==> config.mk <==
export PLATFORM = sky130hd
export DESIGN_NAME = sprite_frame_scheduler
export DESIGN_NICKNAME = d
export VERILOG_FILES = /design/src/rtl/sprite_frame_scheduler.sv
export SDC_FILE = /design/constraint.sdc
export NUM_CORES = 1
export LEC_CHECK = 0
export CORE_UTILIZATION = 55
export DETAILED_ROUTE_END_ITERATION = 10
export PLACE_DENSITY = 0.79
export SYNTH_ARGS = -nofsm -noshare
export SYNTH_HDL_FRONTEND = slang
export SYNTH_SLANG_ARGS = --single-unit
==> constraint.sdc <==
create_clock -name clk -period 37.9 [get_ports clk]
set_clock_uncertainty 0.05 [all_clocks]
set_input_delay 7.58 -clock clk [delete_from_list [all_inputs] [get_ports clk]]
set_output_delay 7.58 -clock clk [all_outputs]
set_load 0.05 [all_outputs]
==> src/rtl/sprite_frame_scheduler.sv <==
// sprite_frame_scheduler
//  Tear-free register scheduler between an Avalon-MM CPU slave and the sprite
//  compositor. CPU writes land in a shadow bank; the shadow bank is copied to
//  the active bank in a single cycle right after vertical blank starts.
//  The block also counts frames and steps the sprite animation phase.
//  Optional macro: SPRITE_SCHED_IRQ_EN adds an irq output raised on each commit.
module sprite_frame_scheduler #(
  parameter int NUM_SPRITES = 8,
  parameter int COORD_W     = 10,
  parameter int VACTIVE     = 480,
  parameter int ANIM_DIV    = 6,
  parameter int ANIM_PHASES = 3
) (
  input  logic                           clk,
  input  logic                           reset,
  input  logic                           chipselect,
  input  logic                           write,
  input  logic                           read,
  input  logic [8:0]                     address,
  input  logic [31:0]                    writedata,
  output logic [31:0]                    readdata,
  input  logic [9:0]                     vcount,
  output logic [NUM_SPRITES*COORD_W-1:0] spr_x,
  output logic [NUM_SPRITES*COORD_W-1:0] spr_y,
  output logic [NUM_SPRITES-1:0]         spr_en,
  output logic [15:0]                    score,
  output logic [1:0]                     anim_phase,
  output logic [15:0]                    frame_count,
`ifdef SPRITE_SCHED_IRQ_EN
  output logic                           irq,
`endif
  output logic                           commit_pulse
);

  localparam int DIV_W = (ANIM_DIV > 1) ? $clog2(ANIM_DIV) : 1;

  localparam logic [1:0] S_IDLE    = 2'd0;
  localparam logic [1:0] S_PENDING = 2'd1;
  localparam logic [1:0] S_COMMIT  = 2'd2;

  localparam logic [8:0] A_EN     = 9'h20;
  localparam logic [8:0] A_SCORE  = 9'h21;
  localparam logic [8:0] A_CTRL   = 9'h22;
  localparam logic [8:0] A_STATUS = 9'h23;

  typedef logic [NUM_SPRITES-1:0][COORD_W-1:0] coord_arr_t;

  coord_arr_t             x_sh_q, x_sh_d, y_sh_q, y_sh_d;
  coord_arr_t             x_act_q, x_act_d, y_act_q, y_act_d;
  logic [NUM_SPRITES-1:0] en_sh_q, en_sh_d, en_act_q, en_act_d;
  logic [15:0]            score_sh_q, score_sh_d, score_act_q, score_act_d;
  logic                   auto_q, auto_d, freeze_q, freeze_d;
  logic [1:0]             state_q, state_d;
  logic [9:0]             vcount_q, vcount_d;
  logic [15:0]            frame_count_q, frame_count_d;
  logic [DIV_W-1:0]       div_q, div_d;
  logic [1:0]             phase_q, phase_d;
  logic [31:0]            readdata_q, readdata_d, rd_val;
  logic                   commit_pulse_q, commit_pulse_d;
  logic                   commit_req, sh_wr, req, vblank_start, load, pending;
  logic                   irq_flag;
  logic                   unused_wd;

  assign unused_wd    = ^writedata[31:16];
  assign vblank_start = (vcount == 10'(VACTIVE)) && (vcount_q != 10'(VACTIVE));
  assign vcount_d     = vcount;
  assign pending      = (state_q != S_IDLE);
  // A commit request is an explicit COMMIT write or any shadow write under AUTO.
  assign req          = commit_req || (sh_wr && auto_q);
  assign load         = (state_q == S_PENDING) && vblank_start;

  // CPU write decode into the shadow bank and CTRL bits.
  always_comb begin
    x_sh_d     = x_sh_q;
    y_sh_d     = y_sh_q;
    en_sh_d    = en_sh_q;
    score_sh_d = score_sh_q;
    auto_d     = auto_q;
    freeze_d   = freeze_q;
    commit_req = 1'b0;
    sh_wr      = 1'b0;
    if (chipselect && write) begin
      for (int i = 0; i < NUM_SPRITES; i++) begin
        if (address == 9'(2*i)) begin
          x_sh_d[i] = writedata[COORD_W-1:0];
          sh_wr     = 1'b1;
        end
        if (address == 9'(2*i+1)) begin
          y_sh_d[i] = writedata[COORD_W-1:0];
          sh_wr     = 1'b1;
        end
      end
      case (address)
        A_EN: begin
          en_sh_d = writedata[NUM_SPRITES-1:0];
          sh_wr   = 1'b1;
        end
        A_SCORE: begin
          score_sh_d = writedata[15:0];
          sh_wr      = 1'b1;
        end
        A_CTRL: begin
          commit_req = writedata[0];
          auto_d     = writedata[1];
          freeze_d   = writedata[2];
        end
        default: ;
      endcase
    end
  end

  // Commit FSM: a request arriving in the COMMIT cycle re-arms straight to PENDING.
  always_comb begin
    state_d = state_q;
    case (state_q)
      S_IDLE:    if (req) state_d = S_PENDING;
      S_PENDING: if (vblank_start) state_d = S_COMMIT;
      S_COMMIT:  state_d = req ? S_PENDING : S_IDLE;
      default:   state_d = S_IDLE;
    endcase
  end

  // Active bank loads on the PENDING->COMMIT edge so it is visible in the COMMIT cycle;
  // a shadow write during COMMIT therefore waits for the next commit.
  always_comb begin
    x_act_d        = load ? x_sh_q     : x_act_q;
    y_act_d        = load ? y_sh_q     : y_act_q;
    en_act_d       = load ? en_sh_q    : en_act_q;
    score_act_d    = load ? score_sh_q : score_act_q;
    commit_pulse_d = load;
  end

  // Frame counter and animation divider, stepped once per vblank start.
  always_comb begin
    frame_count_d = frame_count_q;
    div_d         = div_q;
    phase_d       = phase_q;
    if (vblank_start) begin
      frame_count_d = frame_count_q + 16'd1;
      if (!freeze_q) begin
        if (div_q == DIV_W'(ANIM_DIV-1)) begin
          div_d   = '0;
          phase_d = (phase_q == 2'(ANIM_PHASES-1)) ? 2'd0 : phase_q + 2'd1;
        end else begin
          div_d = div_q + DIV_W'(1);
        end
      end
    end
  end

  // Read mux over the shadow bank and control/status; readdata holds between reads.
  always_comb begin
    rd_val = '0;
    for (int i = 0; i < NUM_SPRITES; i++) begin
      if (address == 9'(2*i))   rd_val = 32'(x_sh_q[i]);
      if (address == 9'(2*i+1)) rd_val = 32'(y_sh_q[i]);
    end
    case (address)
      A_EN:     rd_val = 32'(en_sh_q);
      A_SCORE:  rd_val = 32'(score_sh_q);
      A_CTRL:   rd_val = {29'd0, freeze_q, auto_q, 1'b0};
      A_STATUS: rd_val = {frame_count_q, 13'd0, irq_flag, 1'b0, pending};
      default:  ;
    endcase
    readdata_d = (chipselect && read) ? rd_val : readdata_q;
  end

`ifdef SPRITE_SCHED_IRQ_EN
  logic irq_flag_q, irq_flag_d;

  // IRQ flag: set in the COMMIT cycle, cleared by writing STATUS bit 2; set wins.
  always_comb begin
    irq_flag_d = irq_flag_q;
    if (chipselect && write && (address == A_STATUS) && writedata[2]) irq_flag_d = 1'b0;
    if (state_q == S_COMMIT) irq_flag_d = 1'b1;
  end

  // IRQ flag register.
  always_ff @(posedge clk or posedge reset) begin
    if (reset) irq_flag_q <= 1'b0;
    else       irq_flag_q <= irq_flag_d;
  end

  assign irq_flag = irq_flag_q;
  assign irq      = irq_flag_q;
`else
  assign irq_flag = 1'b0;
`endif

  // All architectural state; reset drops any pending commit immediately.
  always_ff @(posedge clk or posedge reset) begin
    if (reset) begin
      x_sh_q         <= '0;
      y_sh_q         <= '0;
      en_sh_q        <= '0;
      score_sh_q     <= '0;
      x_act_q        <= '0;
      y_act_q        <= '0;
      en_act_q       <= '0;
      score_act_q    <= '0;
      auto_q         <= 1'b0;
      freeze_q       <= 1'b0;
      state_q        <= S_IDLE;
      vcount_q       <= '0;
      frame_count_q  <= '0;
      div_q          <= '0;
      phase_q        <= '0;
      readdata_q     <= '0;
      commit_pulse_q <= 1'b0;
    end else begin
      x_sh_q         <= x_sh_d;
      y_sh_q         <= y_sh_d;
      en_sh_q        <= en_sh_d;
      score_sh_q     <= score_sh_d;
      x_act_q        <= x_act_d;
      y_act_q        <= y_act_d;
      en_act_q       <= en_act_d;
      score_act_q    <= score_act_d;
      auto_q         <= auto_d;
      freeze_q       <= freeze_d;
      state_q        <= state_d;
      vcount_q       <= vcount_d;
      frame_count_q  <= frame_count_d;
      div_q          <= div_d;
      phase_q        <= phase_d;
      readdata_q     <= readdata_d;
      commit_pulse_q <= commit_pulse_d;
    end
  end

  assign spr_x        = x_act_q;
  assign spr_y        = y_act_q;
  assign spr_en       = en_act_q;
  assign score        = score_act_q;
  assign anim_phase   = phase_q;
  assign frame_count  = frame_count_q;
  assign readdata     = readdata_q;
  assign commit_pulse = commit_pulse_q;

endmodule

==> results of run 1 <==
## how the worst max path moves through the flow
stage,from,slack (ns),cells past startpoint,endpoint
5_1_grt,address[2],27.08,5,score_sh_q[10]
3_3_place_gp,address[2],26.72,5,score_sh_q[4]
2_1_floorplan,reset,18.12,1,anim_phase[0]
3_5_place_dp,address[2],26.70,5,score_sh_q[10]
6_report,address[2],27.17,5,score_sh_q[10]
4_1_cts,address[2],27.28,5,score_sh_q[10]
## synthesized netlist by cell type, types with 4 or more instances
| master | number |
|---|---|
| nor2_2 | 6 |
| nand2_1 | 56 |
| and2_1 | 6 |
| o21a_1 | 4 |
| nand2b_1 | 9 |
| o31ai_1 | 5 |
| nor2_1 | 49 |
| a22o_1 | 17 |
| xnor2_1 | 10 |
| a211oi_1 | 5 |
| inv_1 | 8 |
| a22oi_1 | 15 |
| buf_4 | 16 |
| o22ai_1 | 19 |
| a31oi_1 | 6 |
| nor4_1 | 7 |
| buf_2 | 27 |
| clkbuf_1 | 31 |
| a32oi_1 | 5 |
| nand3b_1 | 5 |
| a221oi_1 | 5 |
| nor2b_1 | 7 |
| xor2_1 | 7 |
| o21ai_0 | 50 |
| dfrtp_1 | 436 |
| mux2i_1 | 16 |
| nor3_1 | 10 |
| nand3_1 | 24 |
| nor3_2 | 5 |
| o211ai_1 | 7 |
| mux2_2 | 378 |
| nand4_1 | 4 |
| a21oi_1 | 40 |
| buf_1 | 5 |
| or3_1 | 5 |
## state kept, by name (all words and copies together) (netlist names), 2 cells and up
signal / flops
frame_count: 16
en_sh_q: 8
spr_en: 8
score_sh_q: 16
div_q: 3
y_sh_q: 80
vcount_q: 10
state_q: 2
score: 16
spr_y: 80
readdata: 32
x_sh_q: 80
spr_x: 80
anim_phase: 2
## per-stage QoR
step           area (um^2)  hold slack, ns  utilization [%]  worst slack [ns]  power [mW]
2_1_floorplan        18600           0.406                -             18.12       0.509
3_3_place_gp         21600           0.402             65.5             26.72       0.529
3_5_place_dp         21600           0.409             65.5             26.70       0.530
4_1_cts              23100           0.421             70.1             27.28       0.973
5_1_grt              23100           0.460             70.1             27.08       0.996
6_report             23100           0.418             70.1             27.17       0.970
## final cells by class
class / instances / share of cell area (%)
Sequential cell: 436 / 47.2
Clock buffer: 63 / 5.60
Multi-Input combinational cell: 844 / 31.3
Timing Repair Buffer: 289 / 12.4
Inverter: 8 / 0.162
Clock inverter: 17 / 0.899
Antenna cell: 3 / 0.0325
Tap cell: 442 / 2.39
## power breakdown
part	total [mW]	internal [mW]	switching, mW	leakage [nW]
sequential	0.475	0.470	0.00433	6.03
clock	0.448	0.266	0.182	0.734
combinational	0.0474	0.0133	0.0340	3.97
## worst min-delay path, stage by stage, from the launching register on
cell and delay, ns:
dfrtp_1 0.34, nand2_1 0.05, nand2_1 0.05
## metal layers
layer	track usage, %	up-vias
li1	-	5526
met5	0	-
met4	10.9	0
met1	41.1	6635
met2	48.3	621
met3	6.38	140
## cells by family (layout without fill, tap and decap cells)
group                      after synthesis  after routing  synth area share (%)
other                                    0              3                     0
buffers and inverters                   91            377                  2.52
adders and majority gates                1              1                0.0672
muxes                                  397            397                  24.0
DFF                                    436            436                  58.6
xor gates and xnor gates                17             17                 0.800
AOI/OAI and AO/OA                      202            202                  7.13
and+or+nand+nor                        227            227                  6.86
==> results.sh, run 1 <==
export IMPL_cts_max_level=2
export IMPL_relSlewSlack_pct=22.7
export IMPL_setup_viol=0
export IMPL_cp_start_kind="input pin"
export IMPL_syn_to_final_growth_pct=24.2
export IMPL_hold_viol=0
export IMPL_post_synth_top_area_cell="dfrtp_1"
export IMPL_multi_input_area_um2=7230
export IMPL_regArea_um2=10900
export IMPL_syn_inst=1371
export IMPL_hp_class="reg -> reg"
export IMPL_portBuffers=274
export IMPL_yosysSeqAreaShare_pct=58.6
export IMPL_n_fill_cell=2259
export IMPL_drv_cap=0
export IMPL_synthTopCellsByArea="dfrtp_1 59%, mux2_2 23%, o21ai_0 1.3%"
export IMPL_grt_total_usage_pct=30.3
export IMPL_firstDrtPassIters=5
export IMPL_highest_layer="met4"
export IMPL_numCtsBuffers=45
export IMPL_crit_fanout=20
export IMPL_async_flop_share_pct=100
export IMPL_grt_pass1_vias=12900
export IMPL_cp_top_family="simple AND/OR/NAND/NOR gates"
export IMPL_grt_start_max_net_pins=189
export IMPL_grt_pass1_wl_um=78100
export IMPL_syn_area_um2=18600
export IMPL_clock_fmax_mhz=93.2
export IMPL_arrival_ns=11.11
export IMPL_fin_crit_ns=10.73
export IMPL_antenna_found_initial=2
export IMPL_rr_startpoint="vcount_q[7]"
export IMPL_drv_slew=0
export IMPL_core_um2=32900
export IMPL_path_clk_slew_ns=0.06
export IMPL_wl_um=52200
export IMPL_start_util_pct=56.5
export IMPL_cts_tree="built"
export IMPL_finalCritPeriodShare_pct=28.3
export IMPL_clockBufferDepth=3
export IMPL_p_leak_nw=10.7
export IMPL_synth_avg_cell_area_um2=13.6
export IMPL_setup_worst_path_end_class="flop"
export IMPL_drc=0
export IMPL_clk_latency_ns=0.55
export IMPL_yosysUniqueCellTypes=76
export IMPL_grt_ovfl_total=0
export IMPL_holdPathEnd="readdata[15]"
export IMPL_hold_start="readdata[15]"
export IMPL_viasPerCell=6.15
export IMPL_synth_nets=1428
export IMPL_fp_dieW_um=186
export IMPL_r2r_end="spr_x[50]"
export IMPL_dpl_cell_count=2019
export IMPL_synth_edff_count=0
export IMPL_required_ns=38.27
export IMPL_hpwl_um=35000
export IMPL_wl_met1_um=21700
export IMPL_worstPathCellList="clkdlybuf4s50_1 -> or3_1 -> nor3_2 -> nand2_2 -> mux2_2"
export IMPL_place_congestion=0.964
export IMPL_final_common_cell="dfrtp_1"
export IMPL_layout_common_cells="436 x dfrtp_1, 378 x mux2_2, 272 x clkdlybuf4s50_1, 56 x nand2_1, 50 x o21ai_0"
export IMPL_post_cts_repair_setup_buffers=0
export IMPL_cts_root_buf="clkbuf_16"
export IMPL_fp_row_count=66
export IMPL_cts_sinks=436
export IMPL_wl_per_cell_um=24.8
export IMPL_die_h_um=186
export IMPL_cts_resized_gates=0
export IMPL_io_pins=291
export IMPL_crit_type="in -> reg"
export IMPL_irDropWorstVdd_mv=0.0460
export IMPL_status="complete, no violations"
export IMPL_wl_met3_um=4400
export IMPL_cts_hold_buffers=0
export IMPL_crit_slowest_cell="nor3_2"
export IMPL_synthFlopType="dfrtp_1"
export IMPL_synth_warning_count=0
export IMPL_setup_tns_ns=0
export IMPL_worst_slew_pin_slew_ns=1.16
export IMPL_ant_nets=0
export IMPL_wl_met2_um=24200
export IMPL_reg2reg_slack_ns=34.84
export IMPL_hold_depth=2
export IMPL_vias=12900
export IMPL_drive_gt1_share_pct=30.1
export IMPL_synth_top_area_share_pct=58.6
export IMPL_synth_seq_cells=436
export IMPL_power_density_nw_per_um2=42.0
export IMPL_worst_path_largest_cell_delay_ns=0.94
export IMPL_dieArea_um2=34600
export IMPL_drtIter0Drc=1071
export IMPL_final_nets=1681
export IMPL_rsz0062_at_grt="false"
export IMPL_crit_buf_inv=1
export IMPL_instances_no_fill=2102
export IMPL_r2r_worst_path_cells=7
Power figures use the tool's default switching activity.
==> run 2: changes to the inputs <==
--- a/config.mk
+++ b/config.mk
@@ -5,9 +5,9 @@
 export SDC_FILE = /design/constraint.sdc
 export NUM_CORES = 1
 export LEC_CHECK = 0
-export CORE_UTILIZATION = 55
+export CORE_UTILIZATION = 49
 export DETAILED_ROUTE_END_ITERATION = 10
-export PLACE_DENSITY = 0.79
+export PLACE_DENSITY = 0.75
 export SYNTH_ARGS = -nofsm -noshare
 export SYNTH_HDL_FRONTEND = slang
 export SYNTH_SLANG_ARGS = --single-unit
==> constraint.sdc (replaced) <==
create_clock -name clk -period 9.8 [get_ports clk]
set_clock_uncertainty 0.05 [all_clocks]
set_input_delay 1.96 -clock clk [delete_from_list [all_inputs] [get_ports clk]]
set_output_delay 1.96 -clock clk [all_outputs]
set_load 0.05 [all_outputs]
==> run 2 against run 1 <==
Against the previous run:
- utilization fell by 8.5 points
- sequential share of layout area about the same
- sequential cell count unchanged
- clock-buffer cell count is 1 lower
- global-route usage shrank 2.2 points
- combinational power grew to 3.9 times the previous value
- first-iteration DRC count down 15%
- worst setup slack got worse by 23 ns
- via count decreased by 1.4%
- wire length is 2.9% higher
- die area grew 12%
- critical endpoint unchanged
- largest cell class unchanged
==> results.sh, run 2 (synthesis gave the netlist of run 1 again) <==
export IMPL_status="complete, no violations"
export IMPL_relSlewSlack_pct=22.0
export IMPL_cp_top_family="simple AND/OR/NAND/NOR gates"
export IMPL_grt_pass1_vias=13000
export IMPL_hold_viol=0
export IMPL_portBuffers=274
export IMPL_cts_tree="built"
export IMPL_rsz0062_at_grt="false"
export IMPL_finalCritPeriodShare_pct=52.4
export IMPL_crit_type="in -> reg"
export IMPL_wl_um=53700
export IMPL_hold_depth=2
export IMPL_layout_common_cells="436 x dfrtp_1, 378 x mux2_2, 272 x clkdlybuf4s50_1, 56 x nand2_1, 50 x o21ai_0"
export IMPL_path_clk_slew_ns=0.06
export IMPL_crit_slowest_cell="nor3_2"
export IMPL_io_pins=291
export IMPL_drc=0
export IMPL_arrival_ns=5.52
export IMPL_final_nets=1685
export IMPL_grt_start_max_net_pins=155
export IMPL_viasPerCell=5.87
export IMPL_grt_ovfl_total=0
export IMPL_cts_hold_buffers=0
export IMPL_drtIter0Drc=914
export IMPL_hpwl_um=37100
export IMPL_clk_latency_ns=0.56
export IMPL_n_fill_cell=2969
export IMPL_vias=12700
export IMPL_hold_ws_ns=0.413
export IMPL_power_frac_comb_pct=5.1
export IMPL_r2r_worst_path_cells=7
export IMPL_seq_power_share_pct=50.3
export IMPL_cts_root_buf="clkbuf_16"
export IMPL_hp_class="reg -> reg"
export IMPL_grt_total_usage_pct=28.1
export IMPL_cp_depth=5
export IMPL_ant_nets=0
export IMPL_crit_fanout=20
export IMPL_p_leak_nw=10.7
export IMPL_core_um2=37500
export IMPL_crit_buf_inv=1
export IMPL_die_h_um=197
export IMPL_required_ns=10.18
export IMPL_clock_fmax_mhz=195
export IMPL_post_route_util_pct=61.6
export IMPL_drv_slew=0
export IMPL_worst_slew_pin_slew_ns=1.17
export IMPL_final_common_cell="dfrtp_1"
export IMPL_wl_per_cell_um=24.7
export IMPL_worstPathCellList="clkdlybuf4s50_1 -> or3_1 -> nor3_2 -> nand2_2 -> mux2_2"
export IMPL_start_util_pct=49.6
export IMPL_fp_row_count=71
export IMPL_place_congestion=0.929
export IMPL_clockBufferDepth=3
export IMPL_fp_dieW_um=197
export IMPL_antenna_found_initial=3
export IMPL_setup_viol=0
export IMPL_cts_sinks=436
export IMPL_numCtsBuffers=45
export IMPL_cp_start_kind="input pin"
export IMPL_irDropWorstVdd_mv=0.114
export IMPL_worst_path_largest_cell_delay_ns=0.94
export IMPL_setup_worst_path_end_class="flop"
export IMPL_drv_cap=0
export IMPL_fin_crit_ns=5.14
export IMPL_swShare_pct=22.9
export IMPL_drive_gt1_share_pct=29.9
export IMPL_p_int_mw=2.81
export IMPL_power_density_nw_per_um2=158
export IMPL_syn_to_final_growth_pct=24.1
export IMPL_p_switching_mw=0.834
export IMPL_post_cts_repair_setup_buffers=0
export IMPL_dieArea_um2=38800
export IMPL_cts_resized_gates=0
export IMPL_setup_tns_ns=0
export IMPL_pwr_share_clk_pct=44.6
export IMPL_grt_pass1_wl_um=82000
export IMPL_cts_max_level=2
export IMPL_firstDrtPassIters=5
[run 2: changes by cell type in the layout (fill, tap and decap cells not counted), moves of 2 or more]
cell / previous run / this run
clkbuf_1: 8 / 11
inv_6: 2 / 0
buf_4: 14 / 18
diode_2: 3 / 1
clkbuf_8: 10 / 6
bufinv_16: 4 / 2
clkinv_2: 6 / 9
[run 2: worst paths after layout]
| path | startpoint | endpoint | slack (ns) |
|---|---|---|---|
| worst max-delay path | address[2] | score_sh_q[10] | 4.66 |
| worst min-delay path | readdata[12] | readdata[12] | 0.41 |
| worst max register to register | vcount_q[1] | spr_y[43] | 6.68 |
| worst min register to register | readdata[12] | readdata[12] | 0.41 |
| max in group asynchronous | reset | spr_y[53] | 5.97 |
| min in group asynchronous | reset | spr_x[8] | 1.63 |
[run 2: per-stage QoR]
| step | worst slack [ns] | instances | instance area [um^2] | power [mW] |
|---|---|---|---|---|
| floorplan | 1.90 | 1371 | 18600 | 1.97 |
| global placement | 4.21 | 2092 | 21700 | 2.05 |
| detailed placement | 4.10 | 2092 | 21700 | 2.05 |
| CTS | 4.72 | 2169 | 23100 | 3.68 |
| global route | 4.46 | 2169 | 23100 | 3.77 |
| finish | 4.66 | 2170 | 23100 | 3.65 |
[run 2: cell type report]
class,instances,area [um^2],share of cell area [%]
antenna,1,2.50,0.0108
clock buffer,62,1250,5.41
clock inverter,15,140,0.607
inverter,8,33.8,0.146
multi-input combinational,844,7230,31.3
sequential,436,10900,47.2
tap,511,639,2.77
timing repair buffer,293,2890,12.5
[run 2: worst reg2reg max path: cells and delay by family (launching register included)]
| family | cells | cell delay (ns) |
|---|---|---|
| mux | 1 | 0.49 |
| flops | 1 | 0.36 |
| buf+inv | 2 | 1.34 |
| simple gates | 4 | 0.76 |
[run 2: layer usage]
layer	vias up	global-route usage [%]	wire length (um)
met2	548	44.3	25200
met5	-	0	27
met3	129	5.42	3810
met4	4	11.3	1950
li1	5514	-	-
met1	6550	38.5	22700
[run 2: power by group through the flow]
stage	Combinational, mW	Clock [mW]	Sequential (mW)
detailed placement	0.185	0	1.87
global route	0.200	1.73	1.84
CTS	0.185	1.66	1.84
finish	0.186	1.63	1.84
floorplan	0.0927	0	1.88
global placement	0.182	0	1.87
==> run 3: changes to the inputs <==
--- a/config.mk
+++ b/config.mk
@@ -5,9 +5,9 @@
 export SDC_FILE = /design/constraint.sdc
 export NUM_CORES = 1
 export LEC_CHECK = 0
-export CORE_UTILIZATION = 49
+export CORE_UTILIZATION = 54
 export DETAILED_ROUTE_END_ITERATION = 10
-export PLACE_DENSITY = 0.75
+export PLACE_DENSITY = 0.78
 export SYNTH_ARGS = -nofsm -noshare
 export SYNTH_HDL_FRONTEND = slang
 export SYNTH_SLANG_ARGS = --single-unit
==> constraint.sdc (replaced) <==
create_clock -name clk -period 5 [get_ports clk]
set_clock_uncertainty 0.05 [all_clocks]
set_input_delay 1 -clock clk [delete_from_list [all_inputs] [get_ports clk]]
set_output_delay 1 -clock clk [all_outputs]
set_load 0.05 [all_outputs]
==> run 3 against run 2 <==
Against the previous run:
- cell count down 2.0%
- final area up 1.0%
- first-iteration DRC count up 20%
- sequential cell count unchanged
- sequential share of layout area down 0.47 points
- worst hold slack better by 0.0065 ns
- worst setup slack worse by 3.6 ns
- clock power up 110%
- power up 100%
==> results.sh, run 3 (synthesis gave the netlist of run 1 again) <==
export IMPL_die_h_um=188
export IMPL_drive_gt1_share_pct=30.8
export IMPL_fp_dieW_um=188
export IMPL_power_density_nw_per_um2=316
export IMPL_setup_ws_ns=1.02
export IMPL_start_util_pct=55.2
export IMPL_cts_max_level=2
export IMPL_cts_tree="built"
export IMPL_cp_top_family="simple AND/OR/NAND/NOR gates"
export IMPL_relSlewSlack_pct=16.5
export IMPL_p_int_mw=5.71
export IMPL_p_leak_nw=10.9
export IMPL_grt_pass1_vias=13400
export IMPL_r2r_worst_path_cells=6
export IMPL_finalCritPeriodShare_pct=79.6
export IMPL_setup_viol=0
export IMPL_syn_to_final_growth_pct=25.4
export IMPL_final_nets=1702
export IMPL_worst_slew_pin_slew_ns=1.25
export IMPL_status="complete, no violations"
export IMPL_cts_resized_gates=0
export IMPL_worstPathCellList="clkdlybuf4s50_1 -> or4_1 -> nor2_1 -> a21oi_1 -> o221ai_1 -> a21oi_1 -> o221ai_1"
export IMPL_r2r_end="spr_y[31]"
export IMPL_clk_latency_ns=0.55
export IMPL_cts_hold_buffers=0
export IMPL_worst_path_largest_cell_delay_ns=1.00
export IMPL_grt_ovfl_total=0
export IMPL_rsz0062_at_grt="false"
export IMPL_path_clk_slew_ns=0.06
export IMPL_drv_slew=0
export IMPL_fp_row_count=67
export IMPL_portBuffers=274
export IMPL_place_congestion=0.997
export IMPL_viasPerCell=6.12
export IMPL_post_route_util_pct=69.2
export IMPL_cts_root_buf="clkbuf_16"
export IMPL_grt_start_max_net_pins=143
export IMPL_cp_start_kind="input pin"
export IMPL_vias=13000
export IMPL_reg2reg_slack_ns=2.42
export IMPL_numCtsBuffers=45
export IMPL_io_pins=291
export IMPL_pwr_share_clk_pct=46.1
export IMPL_hp_class="reg -> reg"
export IMPL_arrival_ns=4.38
export IMPL_antenna_found_initial=2
export IMPL_swShare_pct=22.5
export IMPL_drc=0
export IMPL_fin_crit_ns=3.98
export IMPL_rr_startpoint="vcount_q[6]"
export IMPL_crit_buf_inv=1
export IMPL_grt_pass1_wl_um=82200
export IMPL_power_frac_comb_pct=5.0
export IMPL_hpwl_um=36300
export IMPL_drv_cap=0
export IMPL_crit_slowest_cell="or4_1"
export IMPL_core_um2=33700
export IMPL_final_common_cell="dfrtp_1"
export IMPL_holdPathEnd="readdata[14]"
export IMPL_grt_total_usage_pct=30.5
export IMPL_post_place_ws_ns=0.649
export IMPL_p_switching_mw=1.66
export IMPL_layout_common_cells="436 x dfrtp_1, 378 x mux2_2, 272 x clkdlybuf4s50_1, 56 x nand2_1, 50 x o21ai_0"
export IMPL_irDropWorstVdd_mv=0.218
export IMPL_post_cts_repair_setup_buffers=0
export IMPL_dieArea_um2=35200
export IMPL_wl_per_cell_um=25.1
export IMPL_seq_power_share_pct=48.8
export IMPL_instances_no_fill=2127
export IMPL_hold_depth=2
export IMPL_drtIter0Drc=1101
export IMPL_clockBufferDepth=3
export IMPL_setup_worst_path_end_class="flop"
export IMPL_crit_fanout=17
export IMPL_wl_um=53300
export IMPL_hold_viol=0
export IMPL_firstDrtPassIters=6
export IMPL_cts_sinks=436
export IMPL_dpl_cell_count=2046
export IMPL_clock_fmax_mhz=251
export IMPL_hold_ws_ns=0.420
export IMPL_ant_nets=0
export IMPL_required_ns=5.40
export IMPL_crit_type="in -> reg"
export IMPL_hold_start="readdata[14]"
run 3: power groups by stage:
stage	combinational [mW]	clock, mW	sequential [mW]
6_report	0.372	3.40	3.60
5_1_grt	0.396	3.58	3.60
4_1_cts	0.368	3.44	3.60
3_5_place_dp	0.366	0	3.66
3_3_place_gp	0.361	0	3.66
2_1_floorplan	0.182	0	3.68
run 3: worst register-to-register path, stage by stage (launching register included):
cell,delay [ns]
dfrtp_1,0.37
nand4b_1,0.12
nor4bb_1,0.09
or2_1,0.36
nor3b_4,0.56
buf_12,0.38
mux2_2,0.55
run 3: metrics by stage:
stage	power [mW]	cell area [um^2]	setup TNS [ns]
final	7.37	23300	0
after global routing	7.58	23300	0
after CTS	7.41	23300	0
after detailed placement	4.03	21800	0
after global placement	4.02	21800	0
after floorplan	3.86	18600	-845.54
run 3: cell type report:
type | instances | area (um^2)
diodes | 1 | 2.50
clock buffers | 68 | 1370
clock inverters | 12 | 145
fillers | 2403 | 10400
inverters | 8 | 33.8
multi-input cells | 844 | 7230
flip-flops and latches | 436 | 10900
well taps | 448 | 561
repair buffers | 310 | 3080
run 3: metal layers:
metal	up-vias	global-route usage (%)	share of wire, %
met5	-	0	0.028
met3	135	7.15	8.4
li1	5546	-	-
met2	631	48.0	47
met1	6713	41.4	41
met4	2	11.1	3.4
run 3: how the worst max path moves through the flow:
stage	from	depth (start not counted)	endpoint	slack [ns]
5_1_grt	address[4]	7	x_sh_q[30]	0.90
4_1_cts	address[4]	7	x_sh_q[30]	1.15
3_3_place_gp	address[4]	7	x_sh_q[33]	0.76
2_1_floorplan	reset	1	anim_phase[0]	-1.94
6_report	address[4]	7	readdata[4]	1.02
3_5_place_dp	address[4]	7	x_sh_q[33]	0.65
